## config.mk

```make
export PLATFORM = sky130hd
export DESIGN_NAME = mem_read_arbiter
export DESIGN_NICKNAME = d
export VERILOG_FILES = /design/src/rtl/gpu_mem_pkg.sv /design/src/rtl/rr_arbiter.sv /design/src/rtl/mem_read_arbiter.sv
export SDC_FILE = /design/constraint.sdc
export NUM_CORES = 1
export LEC_CHECK = 0
export CORE_MARGIN = 2
export CORE_UTILIZATION = 40
export CTS_CLUSTER_SIZE = 30
export DETAILED_ROUTE_END_ITERATION = 6
export PLACE_DENSITY = 0.9
export SLEW_MARGIN = 20
export SYNTH_ARGS = -nofsm -noshare
export SYNTH_HDL_FRONTEND = slang
export SYNTH_SLANG_ARGS = --single-unit
```

## constraint.sdc

```tcl
create_clock -name clk -period 2.3 [get_ports clk]
set_clock_uncertainty 0.2 [all_clocks]
set_input_delay 0.575 -clock clk [delete_from_list [all_inputs] [get_ports clk]]
set_output_delay 0.575 -clock clk [all_outputs]
set_load 0.02 [all_outputs]
```

## src/rtl/gpu_mem_pkg.sv

```systemverilog
// ---------------------------------------------------------------------------
// gpu_mem_pkg
// Shared types and constants for the GPU memory-fetch path.
//   arb_state_t : burst read arbiter state (IDLE / ISSUE / DATA)
//   REQ_VERTEX / REQ_COLOR : requester slot indices on the read arbiter
//   len_w()     : width of a burst-length field able to hold max_burst
// ---------------------------------------------------------------------------
package gpu_mem_pkg;

    typedef enum logic [1:0] {
        IDLE  = 2'd0,
        ISSUE = 2'd1,
        DATA  = 2'd2
    } arb_state_t;

    localparam int REQ_VERTEX = 0;
    localparam int REQ_COLOR  = 1;

    // One extra bit so that max_burst itself is representable.
    function automatic int len_w(input int max_burst);
        return $clog2(max_burst) + 1;
    endfunction

endpackage

```

## src/rtl/rr_arbiter.sv

```systemverilog
// ---------------------------------------------------------------------------
// rr_arbiter
// Combinational round-robin pick: the first asserted request at or after
// the pointer, wrapping around to index 0.
// Ports:
//   req_i       : request vector
//   ptr_i       : index with highest priority this cycle
//   grant_o     : one-hot grant (all zero when no request)
//   grant_idx_o : encoded index of the grant (0 when no request)
// ---------------------------------------------------------------------------
module rr_arbiter #(
    parameter  int N_REQ = 2,
    localparam int IDX_W = (N_REQ > 1) ? $clog2(N_REQ) : 1
) (
    input  logic [N_REQ-1:0] req_i,
    input  logic [IDX_W-1:0] ptr_i,
    output logic [N_REQ-1:0] grant_o,
    output logic [IDX_W-1:0] grant_idx_o
);

    logic [N_REQ-1:0] mask;
    logic [N_REQ-1:0] req_hi;
    logic [N_REQ-1:0] pick;

    // Requests at or above the pointer win over the wrapped-around ones.
    genvar gi;
    generate
        for (gi = 0; gi < N_REQ; gi++) begin : g_mask
            assign mask[gi] = (IDX_W'(gi) >= ptr_i);
        end
    endgenerate

    assign req_hi = req_i & mask;
    assign pick   = (|req_hi) ? req_hi : req_i;

    // Scan from the top down so the lowest set bit of pick is kept.
    always_comb begin
        grant_o     = '0;
        grant_idx_o = '0;
        for (int k = N_REQ - 1; k >= 0; k--) begin
            if (pick[k]) begin
                grant_o     = '0;
                grant_o[k]  = 1'b1;
                grant_idx_o = IDX_W'(k);
            end
        end
    end

endmodule

```

## src/rtl/mem_read_arbiter.sv

```systemverilog
// ---------------------------------------------------------------------------
// mem_read_arbiter
// Shares one Avalon-MM burst read port between N_REQ fetch units. One burst
// is outstanding at a time; grants rotate round-robin and returned beats are
// registered and steered to the owner of the active burst.
// Ports:
//   clk, reset_n        : clock, asynchronous active-low reset
//   req_valid/addr/len  : per-requester burst requests
//   req_ready           : one-hot accept, combinational in the IDLE cycle
//   rsp_valid/data/last : returned beat (one-hot owner), one cycle latency
//   mem_*               : Avalon-MM read master
//   busy                : arbiter not idle
// Optional build macro MEM_ARB_STATS_EN adds:
//   grant_count         : per-requester accepted-burst counters
//   stall_cycles        : ISSUE cycles spent under mem_waitrequest
// ---------------------------------------------------------------------------
module mem_read_arbiter
    import gpu_mem_pkg::*;
#(
    parameter  int ADDR_WIDTH = 32,
    parameter  int DATA_WIDTH = 16,
    parameter  int N_REQ      = 2,
    parameter  int MAX_BURST  = 8,
    localparam int LEN_W      = len_w(MAX_BURST),
    localparam int IDX_W      = (N_REQ > 1) ? $clog2(N_REQ) : 1
) (
    input  logic                              clk,
    input  logic                              reset_n,
    input  logic [N_REQ-1:0]                  req_valid,
    input  logic [N_REQ-1:0][ADDR_WIDTH-1:0]  req_addr,
    input  logic [N_REQ-1:0][LEN_W-1:0]       req_len,
    output logic [N_REQ-1:0]                  req_ready,
    output logic [N_REQ-1:0]                  rsp_valid,
    output logic [DATA_WIDTH-1:0]             rsp_data,
    output logic                              rsp_last,
    output logic                              mem_read,
    output logic [ADDR_WIDTH-1:0]             mem_address,
    output logic [LEN_W-1:0]                  mem_burstcount,
    input  logic                              mem_waitrequest,
    input  logic [DATA_WIDTH-1:0]             mem_readdata,
    input  logic                              mem_readdatavalid,
    output logic                              busy
`ifdef MEM_ARB_STATS_EN
    ,
    output logic [N_REQ-1:0][31:0]            grant_count,
    output logic [31:0]                       stall_cycles
`endif
);

    arb_state_t              state_q, state_d;
    logic [IDX_W-1:0]        ptr_q, owner_q, win_idx, ptr_next;
    logic [N_REQ-1:0]        win_grant, owner_onehot, rsp_valid_q;
    logic [ADDR_WIDTH-1:0]   addr_q;
    logic [LEN_W-1:0]        len_q, cnt_q, raw_len, eff_len;
    logic [DATA_WIDTH-1:0]   rsp_data_q;
    logic                    rsp_last_q;
    logic                    grant_fire, cmd_accept, beat_fire, last_beat;

    rr_arbiter #(.N_REQ(N_REQ)) u_rr (
        .req_i       (req_valid),
        .ptr_i       (ptr_q),
        .grant_o     (win_grant),
        .grant_idx_o (win_idx)
    );

    assign grant_fire = (state_q == IDLE) && (|req_valid);
    assign cmd_accept = (state_q == ISSUE) && !mem_waitrequest;
    assign beat_fire  = (state_q == DATA) && mem_readdatavalid;
    assign last_beat  = (cnt_q == len_q - LEN_W'(1));
    assign ptr_next   = (win_idx == IDX_W'(N_REQ - 1)) ? '0 : win_idx + IDX_W'(1);

    // A zero length still moves one beat; oversize bursts are clamped.
    always_comb begin
        raw_len = req_len[win_idx];
        if (raw_len == '0) begin
            eff_len = LEN_W'(1);
        end else if (raw_len > LEN_W'(MAX_BURST)) begin
            eff_len = LEN_W'(MAX_BURST);
        end else begin
            eff_len = raw_len;
        end
    end

    always_comb begin
        owner_onehot          = '0;
        owner_onehot[owner_q] = 1'b1;
    end

    // ---- FSM: state register ----
    always_ff @(posedge clk or negedge reset_n) begin
        if (!reset_n) begin
            state_q <= IDLE;
        end else begin
            state_q <= state_d;
        end
    end

    // ---- FSM: next state ----
    always_comb begin
        state_d = state_q;
        case (state_q)
            IDLE:    if (|req_valid)             state_d = ISSUE;
            ISSUE:   if (cmd_accept)             state_d = DATA;
            DATA:    if (beat_fire && last_beat) state_d = IDLE;
            default:                             state_d = IDLE;
        endcase
    end

    // ---- FSM: outputs ----
    // Command fields are driven only while issuing so the bus idles at zero.
    always_comb begin
        req_ready      = '0;
        mem_read       = 1'b0;
        mem_address    = '0;
        mem_burstcount = '0;
        busy           = (state_q != IDLE);
        case (state_q)
            IDLE:  req_ready = win_grant;
            ISSUE: begin
                mem_read       = 1'b1;
                mem_address    = addr_q;
                mem_burstcount = len_q;
            end
            default: ;
        endcase
    end

    // ---- Burst context and response register ----
    always_ff @(posedge clk or negedge reset_n) begin
        if (!reset_n) begin
            ptr_q       <= '0;
            owner_q     <= '0;
            addr_q      <= '0;
            len_q       <= '0;
            cnt_q       <= '0;
            rsp_data_q  <= '0;
            rsp_valid_q <= '0;
            rsp_last_q  <= 1'b0;
        end else begin
            rsp_valid_q <= '0;
            rsp_last_q  <= 1'b0;
            if (grant_fire) begin
                addr_q  <= req_addr[win_idx];
                len_q   <= eff_len;
                owner_q <= win_idx;
                ptr_q   <= ptr_next;
                cnt_q   <= '0;
            end
            if (beat_fire) begin
                rsp_data_q  <= mem_readdata;
                rsp_valid_q <= owner_onehot;
                rsp_last_q  <= last_beat;
                cnt_q       <= cnt_q + LEN_W'(1);
            end
        end
    end

    assign rsp_valid = rsp_valid_q;
    assign rsp_data  = rsp_data_q;
    assign rsp_last  = rsp_last_q;

`ifdef MEM_ARB_STATS_EN
    logic [31:0] grant_cnt_q [N_REQ];
    logic [31:0] stall_cnt_q;

    always_ff @(posedge clk or negedge reset_n) begin
        if (!reset_n) begin
            for (int k = 0; k < N_REQ; k++) begin
                grant_cnt_q[k] <= '0;
            end
            stall_cnt_q <= '0;
        end else begin
            for (int k = 0; k < N_REQ; k++) begin
                if (grant_fire && (win_idx == IDX_W'(k))) begin
                    grant_cnt_q[k] <= grant_cnt_q[k] + 32'd1;
                end
            end
            if ((state_q == ISSUE) && mem_waitrequest) begin
                stall_cnt_q <= stall_cnt_q + 32'd1;
            end
        end
    end

    genvar gi;
    generate
        for (gi = 0; gi < N_REQ; gi++) begin : g_grant_cnt
            assign grant_count[gi] = grant_cnt_q[gi];
        end
    endgenerate

    assign stall_cycles = stall_cnt_q;
`endif

endmodule

```

Word level (Yosys, flattened, before mapping)
Cells that the tools add are included.
{"block": "word_totals", "reg_bits": 63, "output_inout_bits": 59, "word_cells": 64}
{"block": "op_classes", "addsub": 3, "magnitude_cmp": 6, "eq_ne": 6, "mux": 26, "bitwise": 1, "n_reduce_logical": 13}
{"op": "$mux W32", "count": 3}
{"op": "$mux W4", "count": 7}
{"op": "$mux W2", "count": 8}
{"op": "$mux W1", "count": 6}
{"op": "$pmux W2 S3", "count": 1}
{"op": "$logic_and A1 B1 Y1", "count": 5}
{"op": "$add A4 B1 Y4 const B", "count": 1}
{"op": "$eq A4 B4 Y1", "count": 1}
{"op": "$gt A4 B4 Y1 const B", "count": 1}
{"op": "$logic_not A4 Y1", "count": 1}
{"op": "$lt A1 B2 Y1 const B", "count": 2}
{"op": "$ne A2 B1 Y1 const B", "count": 2}
{"op": "$reduce_bool A2 Y1", "count": 2}
{"op": "$reduce_or A2 Y1", "count": 2}
{"op": "$sub A4 B1 Y4 const B", "count": 1}
{"op": "$reduce_and A3 Y1", "count": 1}
{"op": "$and A2 B2 Y2", "count": 1}
{"op": "$eq A2 B1 Y1 const B", "count": 1}
{"op": "$eq A2 B2 Y1 const B", "count": 1}
{"op": "$ge A1 B1 Y1 const A", "count": 2}
{"op": "$logic_not A2 Y1", "count": 1}
{"op": "$ne A2 B2 Y1 const B", "count": 1}
{"op": "$add A1 B1 Y1 const B", "count": 1}
{"op": "$demux W1 S1", "count": 1}
{"op": "other kinds (2)", "count": 2}

Longest topological paths before layout
{"block": "logic_depth", "word_depth": 11, "mapped_depth": 6, "mapped_depth_nobuf": 5}

Cells and area by module
From an unflattened synthesis, not the netlist that was laid out.
{"block": "unflattened", "cells_unflattened": 327, "area_unflattened_um2": 3091.7}
{"mod": "mem_read_arbiter", "n_inst": 1, "cells_per_inst": 323, "area_each_um2": 3065.4}
{"mod": "rr_arbiter", "n_inst": 1, "cells_per_inst": 4, "area_each_um2": 26.3}

Least setup slack after synthesis
No wires, ideal clock.
{"block": "synth_timing", "path_kind": "register to output", "startpoint": "register state_q[0]", "endpoint": "output mem_address[14]", "t_arrival_ps": 1251, "t_required_ps": 1525, "slack_ps": 274, "path_stages_with_launch": 5, "path_buffers": 2, "cell_sequence": "dfrtp_1 nor2b_1 clkbuf_1 clkbuf_1 and2_1"}
{"block": "synth_via", "elab_chain_cells": 2}
{"item": "from (decl)", "line_no": "mem_read_arbiter.sv:50", "text": "arb_state_t state_q, state_d;"}
{"item": "from (signal assigned)", "line_no": "mem_read_arbiter.sv:94", "text": "state_q <= state_d;"}
{"item": "$eq A2 B1 Y1", "line_no": "mem_read_arbiter.sv:117", "text": "case (state_q)"}
{"item": "$mux W32", "line_no": "mem_read_arbiter.sv:117"}
{"item": "to (decl)", "line_no": "mem_read_arbiter.sv:37", "text": "output logic [ADDR_WIDTH-1:0] mem_address,"}
No other way between the ends.

Final worst setup path
{"block": "layout_timing", "startpoint": "register state_q[0]", "endpoint": "output mem_read"}
{"block": "layout_via", "elab_chain_cells": 2}
{"item": "$eq A2 B1 Y1", "line_no": "mem_read_arbiter.sv:117"}
{"item": "$mux W1", "line_no": "mem_read_arbiter.sv:117"}
{"item": "to (decl)", "line_no": "mem_read_arbiter.sv:36", "text": "output logic mem_read,"}
No other way between the ends.

==> results.py <==
metrics = {
    "routing": {
        "drt-wirelength-per-cell_um": 14.2,
        "vias_per_cell": 4.89,
        "drtPass1Iterations": 4,
        "routed_wl_um": 8380,
        "drt-initial-drc-count": 81,
        "drc": 0,
        "num_vias": 2880,
        "postRouteAntennaNets": 0,
    },
    "pwr": {
        "p_sw_w": 0.00224,
        "swShare_pct": 40.6,
        "leakage_nw": 2.34,
        "combinationalPowerShare_pct": 50.3,
        "pwr_density_cell_mw_per_mm2": 1180,
        "seqPwrFrac_pct": 33.9,
        "internal-power_w": 0.00327,
        "ir_drop_mv": 0.495,
        "clockPowerShare_pct": 15.8,
    },
    "grt": {
        "grt.met3_usage_pct": 5.28,
        "gr-usage-met1_pct": 22.4,
        "grt_pass1_vias": 3071,
        "grt-ovfl-total": 0,
        "met2_usage_pct": 40.5,
        "grt_pass1_wl_um": 14000,
        "grt_use_total_pct": 21.4,
        "top_usage_layer": "met2",
        "grt_max_degree": 35,
        "antenna_found_initial": 0,
    },
    "synth": {
        "postSynthAreaPerCell_um2": 9.14,
        "synth_seq_cells": 63,
        "synthesis.instances": 322,
        "ys_seq_area_share_pct": 53.6,
        "synth_edf_count": 0,
        "syn_nets": 418,
        "syn_area_mm2": 0.00294,
        "ys_warn_count": 0,
        "synthArstFlopShare_pct": 100,
        "yosys.area.top_type_share_pct": 53.6,
        "synth.area.top_cells": "dfrtp_1 (54%), nand2_1 (15%), a22oi_1 (8.2%), and2_1 (7.9%), clkbuf_1 (1.4%)",
        "ys.flop_type": "dfrtp_1",
        "ys_types": 34,
        "yosysTopAreaCell": "dfrtp_1",
    },
    "worst_setup_path": {
        "cp.arrival_ps": 1440,
        "crit_buf_inv": 2,
        "crit_path_max_incr_delay_ps": 390,
        "critPathSlowestCell": "dfrtp_1",
        "crit_chain": "nor2b_4 -> buf_6 -> dlygate4sd2_1",
        "critPathRequiredTime_ps": 1520,
        "end_kind": "primary output",
        "path_delay_family": "buffers and inverters",
        "cp.depth": 3,
        "path_class": "register to primary output",
        "path_max_fanout": 13,
        "cp-start-kind": "register",
        "regToRegSetupSlack_ps": 530,
        "crit_start": "state_q[0]",
        "r2r_start": "state_q[1]",
        "cp-endpoint": "mem_read",
        "r2r_cells": 5,
        "reg2reg_to": "addr_q[0]",
    },
    "cells_and_area": {
        "mostFrequentLayoutCell": "nand2_1",
        "fin_nets": 582,
        "final_cells": 589,
        "layout-drive-gt1-share_pct": 16.3,
        "area_delta_synth_final_pct": 58.8,
        "num_antenna_cells": 0,
        "final_cell_mix": "nand2_1 (118), clkdlybuf4s50_1 (109), dfrtp_1 (63), and2_1 (37), buf_2 (37)",
    },
    "sta": {
        "period_share_pct": 96.2,
        "timing.hold.ws_ps": 95.4,
        "rsz0062_at_grt": "false",
        "fmax_mhz": 452,
        "fin_crit_ps": 2210,
        "maxSlewHeadroom_pct": 53.3,
        "worst_pin_slew_ps": 701,
        "setup_viol": 0,
        "maxSlewViolCount": 0,
        "hold_viol_final": 0,
        "setup_tns_ps": 0,
    },
    "floorplan": {
        "die_h_um": 89.8,
        "die_w_um": 89.8,
        "io_pins": 153,
        "rows": 31,
        "core_area_mm2": 0.00718,
        "start_util_pct": 41.0,
        "die_area_mm2": 0.00806,
    },
    "clock_tree": {
        "ctsHoldBuffers": 0,
        "cts.sinks": 63,
        "htree_levels": 3,
        "clk_latency_ps": 330,
        "numCtsBuffers": 9,
        "cts_root_buf": "clkbuf_8",
        "cts_buffer_depth": 2,
        "cts_tree": "yes",
        "path_clk_slew_ps": 70,
    },
    "run_status": {
        "status": "complete, no violations",
    },
    "placement": {
        "placed_cells": 573,
        "dp_hpwl_um": 6500,
        "globalplace.congestion": 0.865,
        "port_buffers": 152,
    },
    "flow_run": {
        "maxCapViolCount": 0,
    },
    "worst_hold_path": {
        "hold_class": "input port to async pin",
    },
}
-- power groups by stage --
stage / Sequential, W / Combinational, W / Clock (W)
final: 0.00187 / 0.00277 / 0.000872
after detailed placement: 0.00188 / 0.00300 / 0
after CTS: 0.00187 / 0.00294 / 0.000893
after global routing: 0.00193 / 0.00304 / 0.000946
after global placement: 0.00185 / 0.00290 / 0
after floorplan: 0.00198 / 0.00149 / 0
-- area by class of cell --
type,count,area (um2)
Clock inverter,3,17.5
Multi-Input combinational cell,235,1270
Inverter,6,22.5
Sequential cell,63,1580
Fill cell,607,2500
Clock buffer,12,165
Tap cell,99,124
Timing Repair Buffer,171,1490
-- timing repair --
item / CTS / global route
setup endpoints to repair: 40 / 36
setup buffers: 0 / 1
resized for setup: 120 / 36
-- per-layer routing --
metal | wire length, um | vias to the layer above
li1 | - | 1382
met3 | 542 | 12
met1 | 3140 | 1375
met4 | 141 | 0
met5 | 0 | -
met2 | 4560 | 111
-- logic make-up (layout without fill, tap and decap cells) --
group	count (synthesis)	in the layout	synth area share (%)
AO/OA/AOI/OAI	48	48	12.6
XOR/XNOR	7	7	2.08
adder cells (fa/ha/maj)	2	2	0.851
buffers and inverters	24	192	3.36
flip-flops	63	63	53.6
multiplexers	4	4	1.40
AND/OR/NAND/NOR	174	174	26.1
-- cell usage after synthesis (all sizes together), types with 4 or more instances --
master and n:
nand2 118, clkbuf 11, xnor2 4, dfrtp 63, inv 6, a22oi 32, and2 37, nor2 9
buf 7
-- worst min path at each step --
stage / endpoint / slack [ps] / cells past startpoint
4_1_cts: rsp_data[12] / 110 / 1
5_1_grt: rsp_data[12] / 150 / 1
3_3_place_gp: rsp_valid[0] / 210 / 1
3_5_place_dp: rsp_valid[0] / 220 / 1
6_report: rsp_data[1] / 100 / 1
2_1_floorplan: addr_q[0] / 80 / 0
-- sequential cells by signal (all words and copies together) (netlist names) --
name / count
rsp_data: 16
ptr_q: 1
rsp_last: 1
cnt_q: 4
addr_q: 32
len_q: 4
rsp_valid: 2
state_q: 2
owner_q: 1
-- metrics by stage --
| step | power (W) | utilization (%) | worst slack [ps] | instance area [um2] |
|---|---|---|---|---|
| 4_1_cts | 0.00571 | 68.1 | -11.8 | 4890 |
| 2_1_floorplan | 0.00348 | - | 274 | 2940 |
| 3_5_place_dp | 0.00489 | 65.1 | -485 | 4670 |
| 6_report | 0.00551 | 65.1 | 88.2 | 4670 |
| 5_1_grt | 0.00591 | 65.1 | 29.3 | 4670 |
| 3_3_place_gp | 0.00475 | 65.1 | -466 | 4670 |
Note: power is estimated with default switching activity, not from simulation.
